### src/rtl/sat_enh_pkg.sv
// Shared constants and types for the saturation-enhance round/clamp stage.
// Default widths match the gain multiplier output feeding this block.
package sat_enh_pkg;

    localparam int unsigned CH_DEF     = 3;
    localparam int unsigned PROD_W_DEF = 27;
    localparam int unsigned OUT_W_DEF  = 8;
    localparam int unsigned SHIFT_DEF  = 11;

    localparam int unsigned RND_C = 1 << (SHIFT_DEF - 1);
    localparam int unsigned SUM_W = PROD_W_DEF + 1;

    typedef logic [PROD_W_DEF-1:0] prod_t;
    typedef logic [OUT_W_DEF-1:0]  pix_t;

endpackage

### src/rtl/sat_enh_chan_rnd.sv
// Single-channel round-half-up and right shift of an unsigned gain product.
// Purely combinational; the result keeps all integer bits so the caller can clamp.
module sat_enh_chan_rnd
    import sat_enh_pkg::*;
#(
    parameter int unsigned PROD_W = PROD_W_DEF,
    parameter int unsigned SHIFT  = SHIFT_DEF
) (
    input  logic [PROD_W-1:0]     p,
    output logic [PROD_W-SHIFT:0] q
);

    localparam logic [PROD_W:0] RND = {{PROD_W{1'b0}}, 1'b1} << (SHIFT - 1);

    logic [PROD_W:0]  r;
    logic [SHIFT-1:0] frac_unused;

    // One extra sum bit so adding the rounding constant can never overflow.
    assign r = {1'b0, p} + RND;
    assign {q, frac_unused} = r;

endmodule

### src/rtl/sat_enh_round_clamp.sv
// Round, shift and clamp CH gain products to OUT_W-bit pixels over AXI4-Stream.
// Define SAT_ENH_CLIP_CNT_EN to build the sticky clip_count statistic.
module sat_enh_round_clamp
    import sat_enh_pkg::*;
#(
    parameter int unsigned CH     = CH_DEF,
    parameter int unsigned PROD_W = PROD_W_DEF,
    parameter int unsigned OUT_W  = OUT_W_DEF,
    parameter int unsigned SHIFT  = SHIFT_DEF
) (
    input  logic                   ap_clk,
    input  logic                   ap_rst_n,
    input  logic [CH*PROD_W-1:0]   s_tdata,
    input  logic                   s_tvalid,
    output logic                   s_tready,
    input  logic                   s_tuser,
    input  logic                   s_tlast,
    output logic [CH*OUT_W-1:0]    m_tdata,
    output logic                   m_tvalid,
    input  logic                   m_tready,
    output logic                   m_tuser,
    output logic                   m_tlast,
    input  logic                   clip_clr,
    output logic [31:0]            clip_count
);

    localparam int unsigned Q_W     = PROD_W + 1 - SHIFT;
    localparam int unsigned PIX_MAX = (1 << OUT_W) - 1;

    logic [CH*Q_W-1:0]   rnd_q;
    logic [CH*Q_W-1:0]   s1_q;
    logic                s1_user;
    logic                s1_last;
    logic                v1;
    logic                v2;
    logic                en1;
    logic                en2;
    logic [CH*OUT_W-1:0] clamp_d;
    logic                clip_any;

    for (genvar g = 0; g < CH; g++) begin : g_rnd
        sat_enh_chan_rnd #(.PROD_W(PROD_W), .SHIFT(SHIFT)) u_rnd (
            .p (s_tdata[g*PROD_W +: PROD_W]),
            .q (rnd_q[g*Q_W +: Q_W])
        );
    end

    // An empty stage always accepts, so bubbles collapse under backpressure.
    assign en2      = ~v2 | m_tready;
    assign en1      = ~v1 | en2;
    assign s_tready = en1;
    assign m_tvalid = v2;

    always_ff @(posedge ap_clk or negedge ap_rst_n) begin
        if (!ap_rst_n) begin
            v1      <= 1'b0;
            s1_q    <= '0;
            s1_user <= 1'b0;
            s1_last <= 1'b0;
        end else if (en1) begin
            v1 <= s_tvalid;
            if (s_tvalid) begin
                s1_q    <= rnd_q;
                s1_user <= s_tuser;
                s1_last <= s_tlast;
            end
        end
    end

    always_comb begin
        clamp_d  = '0;
        clip_any = 1'b0;
        for (int unsigned c = 0; c < CH; c++) begin
            if (s1_q[c*Q_W +: Q_W] > Q_W'(PIX_MAX)) begin
                clamp_d[c*OUT_W +: OUT_W] = '1;
                clip_any                  = 1'b1;
            end else begin
                clamp_d[c*OUT_W +: OUT_W] = s1_q[c*Q_W +: OUT_W];
            end
        end
    end

    always_ff @(posedge ap_clk or negedge ap_rst_n) begin
        if (!ap_rst_n) begin
            v2      <= 1'b0;
            m_tdata <= '0;
            m_tuser <= 1'b0;
            m_tlast <= 1'b0;
        end else if (en2) begin
            v2 <= v1;
            if (v1) begin
                m_tdata <= clamp_d;
                m_tuser <= s1_user;
                m_tlast <= s1_last;
            end
        end
    end

`ifdef SAT_ENH_CLIP_CNT_EN
    logic        clip2;
    logic [31:0] clip_q;

    always_ff @(posedge ap_clk or negedge ap_rst_n) begin
        if (!ap_rst_n) begin
            clip2 <= 1'b0;
        end else if (en2 && v1) begin
            clip2 <= clip_any;
        end
    end

    // Clear has priority over a same-cycle increment; count saturates.
    always_ff @(posedge ap_clk or negedge ap_rst_n) begin
        if (!ap_rst_n) begin
            clip_q <= '0;
        end else if (clip_clr) begin
            clip_q <= '0;
        end else if (v2 && m_tready && clip2 && (clip_q != '1)) begin
            clip_q <= clip_q + 32'd1;
        end
    end

    assign clip_count = clip_q;
`else
    logic clip_unused;

    assign clip_unused = clip_clr | clip_any;
    assign clip_count  = '0;
`endif

endmodule
### config.mk
export PLATFORM = sky130hd
export DESIGN_NAME = sat_enh_round_clamp
export DESIGN_NICKNAME = d
export VERILOG_FILES = /design/src/rtl/sat_enh_pkg.sv /design/src/rtl/sat_enh_chan_rnd.sv /design/src/rtl/sat_enh_round_clamp.sv
export SDC_FILE = /design/constraint.sdc
export NUM_CORES = 1
export LEC_CHECK = 0
export BUFFER_PORTS_ARGS = -buffer_cell sky130_fd_sc_hd__buf_4
export CAP_MARGIN = 15
export CORE_MARGIN = 4
export CORE_UTILIZATION = 30
export CTS_CLUSTER_SIZE = 8
export DETAILED_ROUTE_END_ITERATION = 12
export GPL_TIMING_DRIVEN = 0
export PLACE_DENSITY = 0.58
export SYNTH_ARGS = -nofsm -noshare
export SYNTH_HDL_FRONTEND = slang
export SYNTH_SLANG_ARGS = --single-unit
### constraint.sdc
create_clock -name ap_clk -period 1.6 [get_ports ap_clk]
set_clock_uncertainty 0.1 [all_clocks]
set_input_delay 0 -clock ap_clk [delete_from_list [all_inputs] [get_ports ap_clk]]
set_output_delay 0 -clock ap_clk [all_outputs]
set_load 0.01 [all_outputs]
# Word level (Yosys, flattened, before mapping)

Cells that the tools add are included.

$add $sub $neg: 3
Magnitude comparators: 3
Mux-type cells: 3
Bitwise logic cells: 4
Reduce and logical (&&, ||, !) cells: 2

Operators with widths:

| operator                                                                         | count |
|---|---|
| 27-bit by 11-bit adder with 28-bit output, second input constant                 | 3 |
| 17-bit by 8-bit greater-than comparator with 1-bit output, second input constant | 3 |
| 8-bit two-way mux                                                                | 3 |
| 2-bit AND reduction                                                              | 2 |
| 1-bit NOT                                                                        | 2 |
| 1-bit bitwise OR                                                                 | 2 |

Register bits: 81
Logic and storage cells: 23

# Longest topological paths before layout

Gate-level depths: netlist (run 1).

Depth after elaboration: 4
Gate-level depth with buffers: 6

# By module

A second synthesis (run 1) with hierarchy kept.

Cell total of the unflattened synthesis: 411
Area, all modules: 4529.3 um2

By module, submodules not included:

| module              | instances | cells an instance | area each (um2) |
|---|---|---|---|
| sat_enh_round_clamp | 1         | 276               | 3572.2 |
| sat_enh_chan_rnd    | 3         | 45                | 319.1 |

# Worst setup path after synthesis (run 1)

OpenSTA, ideal clock, no wires.

Path type: reg-to-reg
Start: register v2 (netlist: m_tvalid)
End: register s1_user
Data arrival time: 1.331 ns
Required time: 1.375 ns
Path slack: 0.044 ns
Stages on the path, launching flop included: 5
Buffers on the path: 1
Cells stage by stage: dfrtp_1 nand3b_1 and2_1 buf_2 mux2_2

Longest elaborated chain between the ends: 4

RTL lines:

| element                              | RTL line                  | RTL |
|---|---|---|
| start: declaration                   | sat_enh_round_clamp.sv:35 | `logic v2;` |
| start signal: assignment             | sat_enh_round_clamp.sv:90 | `v2 <= v1;` |
| 1-bit NOT                            | sat_enh_round_clamp.sv:49 | `assign en2 = ~v2 \| m_tready;` |
| 1-bit bitwise OR                     | sat_enh_round_clamp.sv:49 |  |
| 1-bit bitwise OR                     | sat_enh_round_clamp.sv:50 | `assign en1 = ~v1 \| en2;` |
| net s_tready                         | sat_enh_round_clamp.sv:15 | `output logic s_tready,` |
| 2-bit AND reduction (no source line) | -                         |  |
| end signal: assignment               | sat_enh_round_clamp.sv:64 | `s1_user <= s_tuser;` |
| end: declaration                     | sat_enh_round_clamp.sv:32 | `logic s1_user;` |

The timed path passes the listed nets, and every way through them passes these cells.
A chain may end at the register's enable or synchronous reset.

# Final worst setup path (run 1)

Start: input s_tdata[66]
End: register s1_q[46]

Longest elaborated chain between the ends: 1

RTL lines:

| element                                   | RTL line                  | RTL |
|---|---|---|
| start: declaration                        | sat_enh_round_clamp.sv:13 | `input logic [CH*PROD_W-1:0] s_tdata,` |
| 27-bit by 11-bit adder with 28-bit output | sat_enh_chan_rnd.sv:19    | `assign r = {1'b0, p} + RND;` |
| end signal: assignment                    | sat_enh_round_clamp.sv:63 | `s1_q <= rnd_q;` |
| end: declaration                          | sat_enh_round_clamp.sv:31 | `logic [CH*Q_W-1:0] s1_q;` |

Every way passes these cells.

==> metrics.txt, run 1 <==
Mapped Area=0.00416 sq mm; final worst slack=0.0802 ns; initial DRC count=217; number of synthesized register bits=81; # placed instances=705; Clock Sinks=81; Die Y=126 um; Initial Utilization=31.0%; Fill cells=1273; crit path from=s_tdata[66]; DRC violations left=0; Worst Max-Slew Pin Slew=1.03 ns; Finish-stage setup viols=0; crit-path cells=dlygate4sd3_1, buf_4, nand4_1, nor4_1, xnor2_1, o21ai_1; VDD IR max=462 uV; post-placement cell area=0.00512 sq mm; Max Clock Freq=658 MHz; commonest cells after routing, fill and taps aside=125 x buf_4, 81 x dfrtp_1, 59 x nand2_1; worst-skew pair later-pin latency=0.33 ns; Post-DP HPWL=7820 um; slowest CP cell=dlygate4sd3_1; Final Slew Violations=0; Antenna Nets Post-Route=0; core area=0.0134 sq mm; P_leak=2.59 nW; number of antenna diodes=0; CTS Buffer Depth=2; Netlist cell types=38; Avg WL per Cell=13.7 um; Final nets=698; CTS tree=yes; Syn Inst Count=415; Worst path max stage delay=0.52 ns; initial antenna violation count=0; CP endpoint=s1_q[46]; largest net degree at the start of global routing=82; Routed Wire Length=10800 um; vias per inst=4.51; RSZ-0062 raised after global routing=no; Synth top area share=48.8%; worst endpoint data arrival time=1.63 ns; critical path depth=6; r2r setup slk=0.08 ns; Non-Filler Instances=788; relative max-transition margin=31.5%; overall global routing resource usage=13.8%; global placement routability congestion=0.819; GR Overflow Total=0; max_cap viols=0; I/O Pins=148; Hold/Removal Path Class=input port to flip-flop; setup TNS=0 ns; P per Cell Area=889 mW/mm^2; post-layout minimum cycle time=1.52 ns; pre-CTS setup slack=-0.328 ns; # port buffers=83; Root Buffer=clkbuf_16; average cell area after synthesis=10.0 sq um; Core Util, Final=45.7%; outcome=finished, final reports clean; Seq/Total Area, Yosys=48.8%; FP Rows=42; Final Power=5.44 mW; crit path max fanout=6; critical path required time=1.71 ns; Synth area leader=dfrtp_1; full die area=0.0158 sq mm; die width=126 um; area grow syn2layout=47.3%; worst reg2reg startpoint=m_tvalid; CP Class=input port to flip-flop; WP buf/inv=2; most common cell after layout, fill and taps aside=buf_4; clk slew on worst S/H paths=0.06 ns; hold slack=0.0325 ns; H-tree depth=3; fin crit share=95.0%; Synth area leaders=dfrtp_1 49%, xnor2_1 7.8%, buf_4 5.8%; startpoint types=input port; via count=3556; crit end category=flip-flop; Synth warnings=0; Hold Vio Cnt, Final=0; first-pass GRT wire length=17900 um; layout cells sized above 1=29.1%; total CTS buffers=9; post-route cell area=0.00612 sq mm; crit-path leading delay family=simple AND/OR/NAND/NOR gates; vias in the first global route=3705; Worst R2R End=s1_q[14]; first drt pass iteration count=4; Register-to-Register Path Depth=5
-- worst register-to-register path, delay by kind of cell (launching register included) --
family	cells	cell delay (ns)
DFF	1	0.39
AOI/OAI and AO/OA	1	0.30
and+or+nand+nor	2	0.31
buffers and inverters	2	0.30
-- power breakdown --
group / switching [mW] / total, mW / internal [mW]
registers: 0.114 / 2.38 / 2.26
clock network: 0.845 / 2.07 / 1.22
logic: 0.485 / 1.00 / 0.517
-- sequential cells by signal (all words and copies together), names as in the netlist --
name      count
v1            1
m_tlast       1
s1_user       1
s1_last       1
s1_q         51
m_tvalid      1
m_tuser       1
m_tdata      24
-- layout make-up --
type                    instances  area, sq um  share of cell area, %
well taps                     176          220                   3.60
plain buffers                  47          347                   5.66
clock buffers                   9          225                   3.68
flip-flops and latches         81         2030                   33.1
multi-input cells             306         1910                   31.3
inverters                      12         45.0                  0.736
clock inverters                 7         78.8                   1.29
repair buffers                150         1270                   20.7
-- synth_stat cells, drive strengths merged --
master and instances:
a211o 1, a22o 1, a31o 1, a31oi 1, a41oi 1, and2 2
and4 1, buf 42, clkbuf 5, conb 1, dfrtp 81, ha 3
inv 12, mux2 8, nand2 60, nand2b 4, nand3 20, nand3b 2
nand4 14, nor2 15, nor3 16, nor3b 1, nor4 15, o211ai 1
o21ai 41, o22a 24, o311ai 1, o31a 1, xnor2 37, xor2 3
-- routing by layer --
metal | track usage, % | part of all wire (%) | vias to the layer above
met5 | 0 | 0 | -
met4 | 4.46 | 0.84 | 0
met3 | 2.62 | 4.6 | 6
met2 | 23.9 | 51 | 84
met1 | 17.3 | 43 | 1689
li1 | - | - | 1777
-- how the worst min path moves through the flow --
stage                             to  cells past startpoint         from
after floorplan           m_tdata[0]                      0     ap_rst_n
after global placement      s1_q[15]                      1     ap_rst_n
after detailed placement     s1_last                      2      s_tlast
after CTS                    s1_q[2]                      4  s_tdata[11]
after global routing         s1_q[2]                      4  s_tdata[11]
final                        s1_q[2]                      4  s_tdata[11]
-- cells by family (layout without fill, tap and decap cells) --
kind of cell             after synthesis  in the layout  share of synthesized area (%)
AO/OA/AOI/OAI                         73             73                           11.6
AND/OR/NAND/NOR                      150            150                           19.6
other                                  1             32                         0.0902
XOR/XNOR                              40             40                           8.43
buffers and inverters                 59            225                           8.46
flip-flops                            81             81                           48.8
multiplexers                           8              8                           2.17
adder cells (fa/ha/maj)                3              3                          0.903
-- timing repair --
action | 4_1_cts | 5_1_grt
endpoints found under the hold margin | 134 | 0
setup buffers | 5 | 4
pin swaps | 4 | 1
endpoints found under the setup margin | 75 | 66
cloned | 0 | 1
hold buffers | 57 | 0
gates resized for setup | 12 | 12
Power figures use the tool's default switching activity.
==> inputs of run 2 (changes only) <==
Clock period 1.6 ns to 1.8 ns, I/O delays scaled along.
==> metrics.txt, run 2 (synthesized netlist as in run 1, its figures left out) <==
outcome=finished, final reports clean; Worst Max-Slew Pin Slew=1.03 ns (+0.00657 ns); crit path max fanout=8 (+2); global placement routability congestion=0.819 (unchanged); Largest Register=s1_q; # port buffers=83 (unchanged); Post-DP HPWL=7820 um (unchanged); via count=3547 (-0.25%); VDD IR max=429 uV (-7.2%); Die Y=126 um (unchanged); setup TNS=0 ns (unchanged); RSZ-0062 raised after global routing=yes; initial DRC count=216 (-0.46%); total CTS buffers=9 (unchanged); CTS tree=yes; Final Slew Violations=0 (unchanged); crit end category=flip-flop; vias per inst=4.52 (+0.26%); Fill cells=1264 (-0.71%); Register-to-Register Path Depth=5 (unchanged); clk slew on worst S/H paths=0.07 ns (about the same); WP buf/inv=3 (+1); WHS Path Cells=4 (unchanged); first-pass GRT wire length=18100 um (+0.85%); CP Class=input port to flip-flop; number of antenna diodes=0 (unchanged); critical path required time=1.91 ns (+0.20 ns); crit-path cells=dlygate4sd3_1, buf_4, nand3_4, nor4_4, xnor2_1, dlygate4sd3_1, o21ai_0; most common cell after layout, fill and taps aside=buf_4; Non-Filler Instances=784 (-0.51%); Root Buffer=clkbuf_16; core area=0.0134 sq mm (unchanged); max_cap viols=0 (unchanged); Worst path most repeated cell=dlygate4sd3_1; Clock Sinks=81 (unchanged); startpoint types=input port; # placed instances=705 (unchanged); area grow syn2layout=46.2%; GR Overflow Total=0 (unchanged); crit-path leading delay family=buffers and inverters; vias in the first global route=3713 (+0.22%); first drt pass iteration count=4 (unchanged); DRC violations left=0 (unchanged); CTS Buffer Depth=2 (unchanged); Antenna Nets Post-Route=0 (unchanged); slowest CP cell=dlygate4sd3_1; Hold Vio Cnt, Final=0 (unchanged); full die area=0.0158 sq mm (unchanged); P per Cell Area=796 mW/mm^2 (-11%); P_leak=2.57 nW (-1.0%); largest net degree at the start of global routing=82 (unchanged); post-layout minimum cycle time=1.77 ns; Finish-stage setup viols=0 (unchanged); FP Rows=42 (unchanged); Max Clock Freq=564 MHz; Avg WL per Cell=13.8 um (+0.10%); H-tree depth=3 (unchanged); Hold/Removal Path Class=input port to flip-flop; worst endpoint data arrival time=1.88 ns (+0.25 ns); Top Registers=s1_q (51), m_tdata (24); critical path depth=7 (+1); Routed Wire Length=10800 um (-0.41%); commonest cells after routing, fill and taps aside=120 x buf_4, 81 x dfrtp_1, 60 x nand2_1; overall global routing resource usage=13.9% (+0.12 points); I/O Pins=148 (unchanged); number of flip-flops in the largest register=51 (unchanged); worst-skew pair later-pin latency=0.34 ns (about the same); Initial Utilization=31.0% (unchanged); initial antenna violation count=0 (unchanged); layout cells sized above 1=27.5% (-1.6 points); Worst path max stage delay=0.57 ns (+0.05 ns); fin crit share=98.5%; relative max-transition margin=31.0% (-0.44 points); Final Power=4.84 mW (-11%); Final nets=694 (-0.57%); die width=126 um (unchanged)
[run 2: cell type report]
| type | instances | area (sq um) | share of cell area (%) |
|---|---|---|---|
| clock inverters | 7 | 78.8 | 1.30 |
| multi-input cells | 306 | 1910 | 31.4 |
| clock buffers | 9 | 225 | 3.71 |
| well taps | 176 | 220 | 3.62 |
| plain buffers | 47 | 328 | 5.39 |
| repair buffers | 146 | 1240 | 20.5 |
| inverters | 12 | 45.0 | 0.741 |
| flip-flops and latches | 81 | 2030 | 33.3 |
[run 2: worst register-to-register path, stage by stage (launching register included)]
cell and delay, ns:
dfrtp_1 0.42, nand3b_1 0.20, nand2_1 0.11, clkbuf_4 0.21
buf_4 0.21, o31a_1 0.30
[run 2: final timing paths]
path | start | endpoint | slack (ns)
worst min-delay path | s_tdata[11] | s1_q[2] | 0.01
worst min register to register | s1_q[24] | s1_q[24] | 0.38
worst max-delay path | s_tdata[15] | s1_q[10] | 0.03
max in group asynchronous | ap_rst_n | s1_q[39] | 0.64
min in group asynchronous | ap_rst_n | s1_q[14] | 0.28
worst max register to register | m_tvalid | s1_q[14] | 0.13
[run 2: repair_timing]
item / 4_1_cts / 5_1_grt
cloned: 0 / 0
gates resized for setup: 6 / 7
pin swaps: 2 / 1
hold buffers: 59 / 0
setup endpoints to repair: 59 / 52
hold endpoints to repair: 134 / 0
setup buffers: 3 / 1
[run 2: per-layer routing]
layer  GRT usage (%)  up-vias  part of all wire, %
li1                -     1774                    -
met1            17.5     1677                   44
met4            4.40        0                  1.4
met5               0        -                    0
met3            2.58       13                  4.3
met2            24.2       83                   50
[run 2: power breakdown]
| part | total (mW) | internal (mW) | switching [mW] |
|---|---|---|---|
| Clock | 1.86 | 1.09 | 0.771 |
| Combinational | 0.868 | 0.442 | 0.426 |
| Sequential | 2.11 | 2.01 | 0.101 |
[run 2: through the flow]
stage	setup slack, ns	utilization [%]	cell area (sq um)	hold slack (ns)
6_report	0.0273	45.4	6080	0.0145
5_1_grt	-0.0334	45.4	6080	0.0212
4_1_cts	0.00170	45.1	6040	0.0222
3_5_place_dp	-0.128	38.2	5120	0.144
3_3_place_gp	-0.0983	38.2	5120	0.122
2_1_floorplan	0.244	-	4270	-0.396
==> inputs of run 3 (changes only) <==
--- a/config.mk
+++ b/config.mk
@@ -6,4 +6,5 @@
 export NUM_CORES = 1
 export LEC_CHECK = 0
+export ABC_AREA = 1
 export BUFFER_PORTS_ARGS = -buffer_cell sky130_fd_sc_hd__buf_4
 export CAP_MARGIN = 15
@@ -13,5 +14,5 @@
 export DETAILED_ROUTE_END_ITERATION = 12
 export GPL_TIMING_DRIVEN = 0
-export PLACE_DENSITY = 0.58
+export PLACE_DENSITY = 0.57
 export SYNTH_ARGS = -nofsm -noshare
 export SYNTH_HDL_FRONTEND = slang
==> constraint.sdc (replaced) <==
create_clock -name ap_clk -period 1.8 [get_ports ap_clk]
set_clock_uncertainty 0.1 [all_clocks]
set_input_delay 0.09 -clock ap_clk [delete_from_list [all_inputs] [get_ports ap_clk]]
set_output_delay 0.09 -clock ap_clk [all_outputs]
set_load 0.01 [all_outputs]
==> metrics.txt, run 3 <==
global placement routability congestion=0.854 (+4.3%); outcome=finished, final reports clean; H-tree depth=3 (unchanged); P per Cell Area=769 mW/mm^2 (-3.3%); I/O Pins=148 (unchanged); commonest cells after routing, fill and taps aside=180 x nand2_1, 119 x buf_4, 100 x nor2_1; final worst slack=0.185 ns (+0.157 ns); Routed Wire Length=12600 um (+16%); Finish-stage setup viols=0 (unchanged); Max Clock Freq=619 MHz (+9.7%); via count=4302 (+21%); Top Registers=s1_q (51), m_tdata (24); Final Slew Violations=0 (unchanged); pre-CTS setup slack=0.121 ns (+0.249 ns); CP Class=input port to flip-flop; worst reg2reg startpoint=m_tvalid; WP buf/inv=6 (+3); WHS Path Cells=5 (+1); Synth area leader=dfrtp_1; Avg WL per Cell=12.8 um (-7.3%); Netlist cell types=27 (-29%); combinational share of power=20.8% (+2.8 points); Clk network pwr share=34.6% (-3.8 points); number of flip-flops in the largest register=51 (unchanged); Final nets=886 (+28%); Root Buffer=clkbuf_16; switching power=1.39 mW (+7.5%); relative max-transition margin=32.2% (+1.1 points); Fill cells=1537 (+22%); Core Util, Final=42.2% (-3.1 points); Hold/Removal Path Class=input port to flip-flop; slowest CP cell=dlygate4sd3_1; overall global routing resource usage=14.9% (+1.0 points); largest net degree at the start of global routing=82 (unchanged); Mapped Area=0.00456 sq mm (+9.8%); P_int=3.38 mW (-4.4%); Synth area leaders=dfrtp_1 44%, nand2_1 15%, nor2_1 8.2%; Hold Vio Cnt, Final=0 (unchanged); Top FF cell, synth=dfrtp_1; Synth top cells by count=180 x nand2_1, 100 x nor2_1, 81 x dfrtp_1; CTS Buffer Depth=2 (unchanged); Clock Sinks=81 (unchanged); RSZ-0062 raised after global routing=no; most common cell after layout, fill and taps aside=nand2_1; postcts setup bufs=0 (-3); GR Overflow Total=0 (unchanged); CTS tree=yes; hold_sp=s_tdata[77]; top-count cell post-synth=nand2_1; average cell area after synthesis=7.26 sq um (-28%); r2r setup slk=0.19 ns (+0.06 ns); Reg power frac=44.5% (+0.9 points); worst endpoint data arrival time=1.75 ns (-0.13 ns); Synth top area share=44.4% (-4.3 points); Die Y=131 um (+4.5%); Worst Max-Slew Pin Slew=1.02 ns (-0.0169 ns); WL met2=5840 um (+7.8%); number of antenna diodes=0 (unchanged); Largest Register=s1_q; Antenna Nets Post-Route=0 (unchanged); DRT met1 WL=5910 um (+24%); area grow syn2layout=36.0%; startpoint types=input port; Worst R2R End=s1_q[17]; Post-DP HPWL=9350 um (+20%); vias per inst=4.37 (-3.4%); max_cap viols=0 (unchanged); crit-path leading delay family=buffers and inverters; Register-to-Register Path Depth=5 (unchanged); clk slew on worst S/H paths=0.06 ns (about the same); total CTS buffers=9 (unchanged); Max Used Layer=met4; VDD IR max=443 uV (+3.3%); core area=0.0147 sq mm (+9.7%); full die area=0.0173 sq mm (+9.1%); crit path max fanout=10 (+2); Seq/Total Area, Yosys=44.4% (-4.3 points); Initial Utilization=31.1% (about the same); DRC violations left=0 (unchanged); worst-skew pair later-pin latency=0.34 ns (about the same); P_leak=3.07 nW (+20%); metal3 WL=537 um (+16%); initial DRC count=262 (+21%); Switching Share=29.2% (+2.4 points); fin crit share=89.7% (-8.7 points); crit-path cells=dlygate4sd3_1, buf_4, inv_1, nand3_2, nand2_2, inv_2, buf_4, buf_2, nand2_1, nand2_1; Synth warnings=0 (unchanged); critical path required time=1.93 ns (+0.02 ns); FP Rows=44 (+4.8%); Post-synth EDFFs=0 (unchanged); asr flop ratio synth=100% (unchanged); setup TNS=0 ns (unchanged); first-pass GRT wire length=21100 um (+17%); first drt pass iteration count=5 (+1); Hold Path Sink=s1_q[46]; Syn Inst Count=629 (+52%); hold slack=0.00505 ns (-0.00944 ns); vias in the first global route=4269 (+15%); # port buffers=84 (+1.2%); die width=131 um (+4.5%); post-layout minimum cycle time=1.62 ns (-0.157 ns); initial antenna violation count=0 (unchanged); crit end category=flip-flop; Worst path max stage delay=0.55 ns (-0.02 ns); number of synthesized register bits=81 (unchanged); layout cells sized above 1=19.1% (-8.3 points)
-- run 3: changes by cell type in the layout (fill, tap and decap cells not counted), moves of 19 or more --
| cell | delta |
|---|---|
| dlygate4sd3_1 | -19 |
| nand2_1 | +120 |
| a21oi_1 | +21 |
| o22a_1 | -24 |
| inv_1 | +55 |
| xnor2_1 | -30 |
| nor2_1 | +85 |
-- run 3: worst max-delay path by stage --
| stage | slack, ns | endpoint | cells past startpoint | from |
|---|---|---|---|---|
| 6_report | 0.18 | s1_q[49] | 10 | m_tready |
| 5_1_grt | 0.01 | m_tdata[8] | 6 | s1_q[33] |
| 4_1_cts | 0.10 | s1_last | 5 | m_tvalid |
| 3_5_place_dp | 0.12 | s1_last | 5 | m_tvalid |
| 3_3_place_gp | 0.17 | s1_last | 5 | m_tvalid |
| 2_1_floorplan | 0.41 | s1_q[12] | 7 | m_tvalid |
-- run 3: metal layers --
layer  vias to the layer above  global-route usage (%)
met3                        16                    2.98
met5                         -                       0
met2                        89                    24.7
met4                         0                    5.31
met1                      1943                    19.5
li1                       2254                       -
-- run 3: layout make-up --
| cell class | instances | area (sq um) | area share, % |
|---|---|---|---|
| Multi-Input combinational cell | 463 | 2080 | 33.4 |
| Timing Repair Buffer | 124 | 1030 | 16.6 |
| Clock inverter | 5 | 32.5 | 0.524 |
| Sequential cell | 81 | 2030 | 32.6 |
| Clock buffer | 11 | 233 | 3.75 |
| Buffer | 48 | 324 | 5.22 |
| Inverter | 68 | 255 | 4.11 |
| Tap cell | 184 | 230 | 3.71 |
-- run 3: kinds of logic (layout without fill, tap and decap cells) --
kind of cell | Yosys count | after routing | share of synthesized area, %
AND/OR/NAND/NOR | 338 | 338 | 30.3
buffers and inverters | 116 | 256 | 12.7
XOR/XNOR | 14 | 14 | 2.69
other | 1 | 32 | 0.0822
flip-flops | 81 | 81 | 44.4
AO/OA/AOI/OAI | 76 | 76 | 9.05
adder cells (fa/ha/maj) | 3 | 3 | 0.822
-- run 3: repair_timing --
item | CTS | global route
hold endpoints to repair | 123 | 0
hold buffers | 40 | 0
resized for setup | 0 | 2
endpoints found under the setup margin | 0 | 6
-- run 3: through the flow --
step                      total power [mW]  area, sq um  std cells
after global routing                  5.08         6210        984
after floorplan                       2.69         4680        660
after CTS                             4.83         6210        984
after detailed placement              3.09         5540        928
after global placement                3.08         5540        928
final                                 4.78         6210        984
-- run 3: tightest hold or removal path: stages --
cell and delay (ns):
buf_4 0.10, nand2_1 0.05, nand2_1 0.07, nand2_1 0.05
nand2_1 0.05
-- run 3: power groups by stage --
stage | clock network [mW] | logic (mW) | registers [mW]
detailed placement | 0 | 0.929 | 2.16
floorplan | 0 | 0.539 | 2.15
global route | 1.79 | 1.14 | 2.15
global placement | 0 | 0.924 | 2.15
CTS | 1.69 | 1.01 | 2.13
finish | 1.65 | 0.995 | 2.13
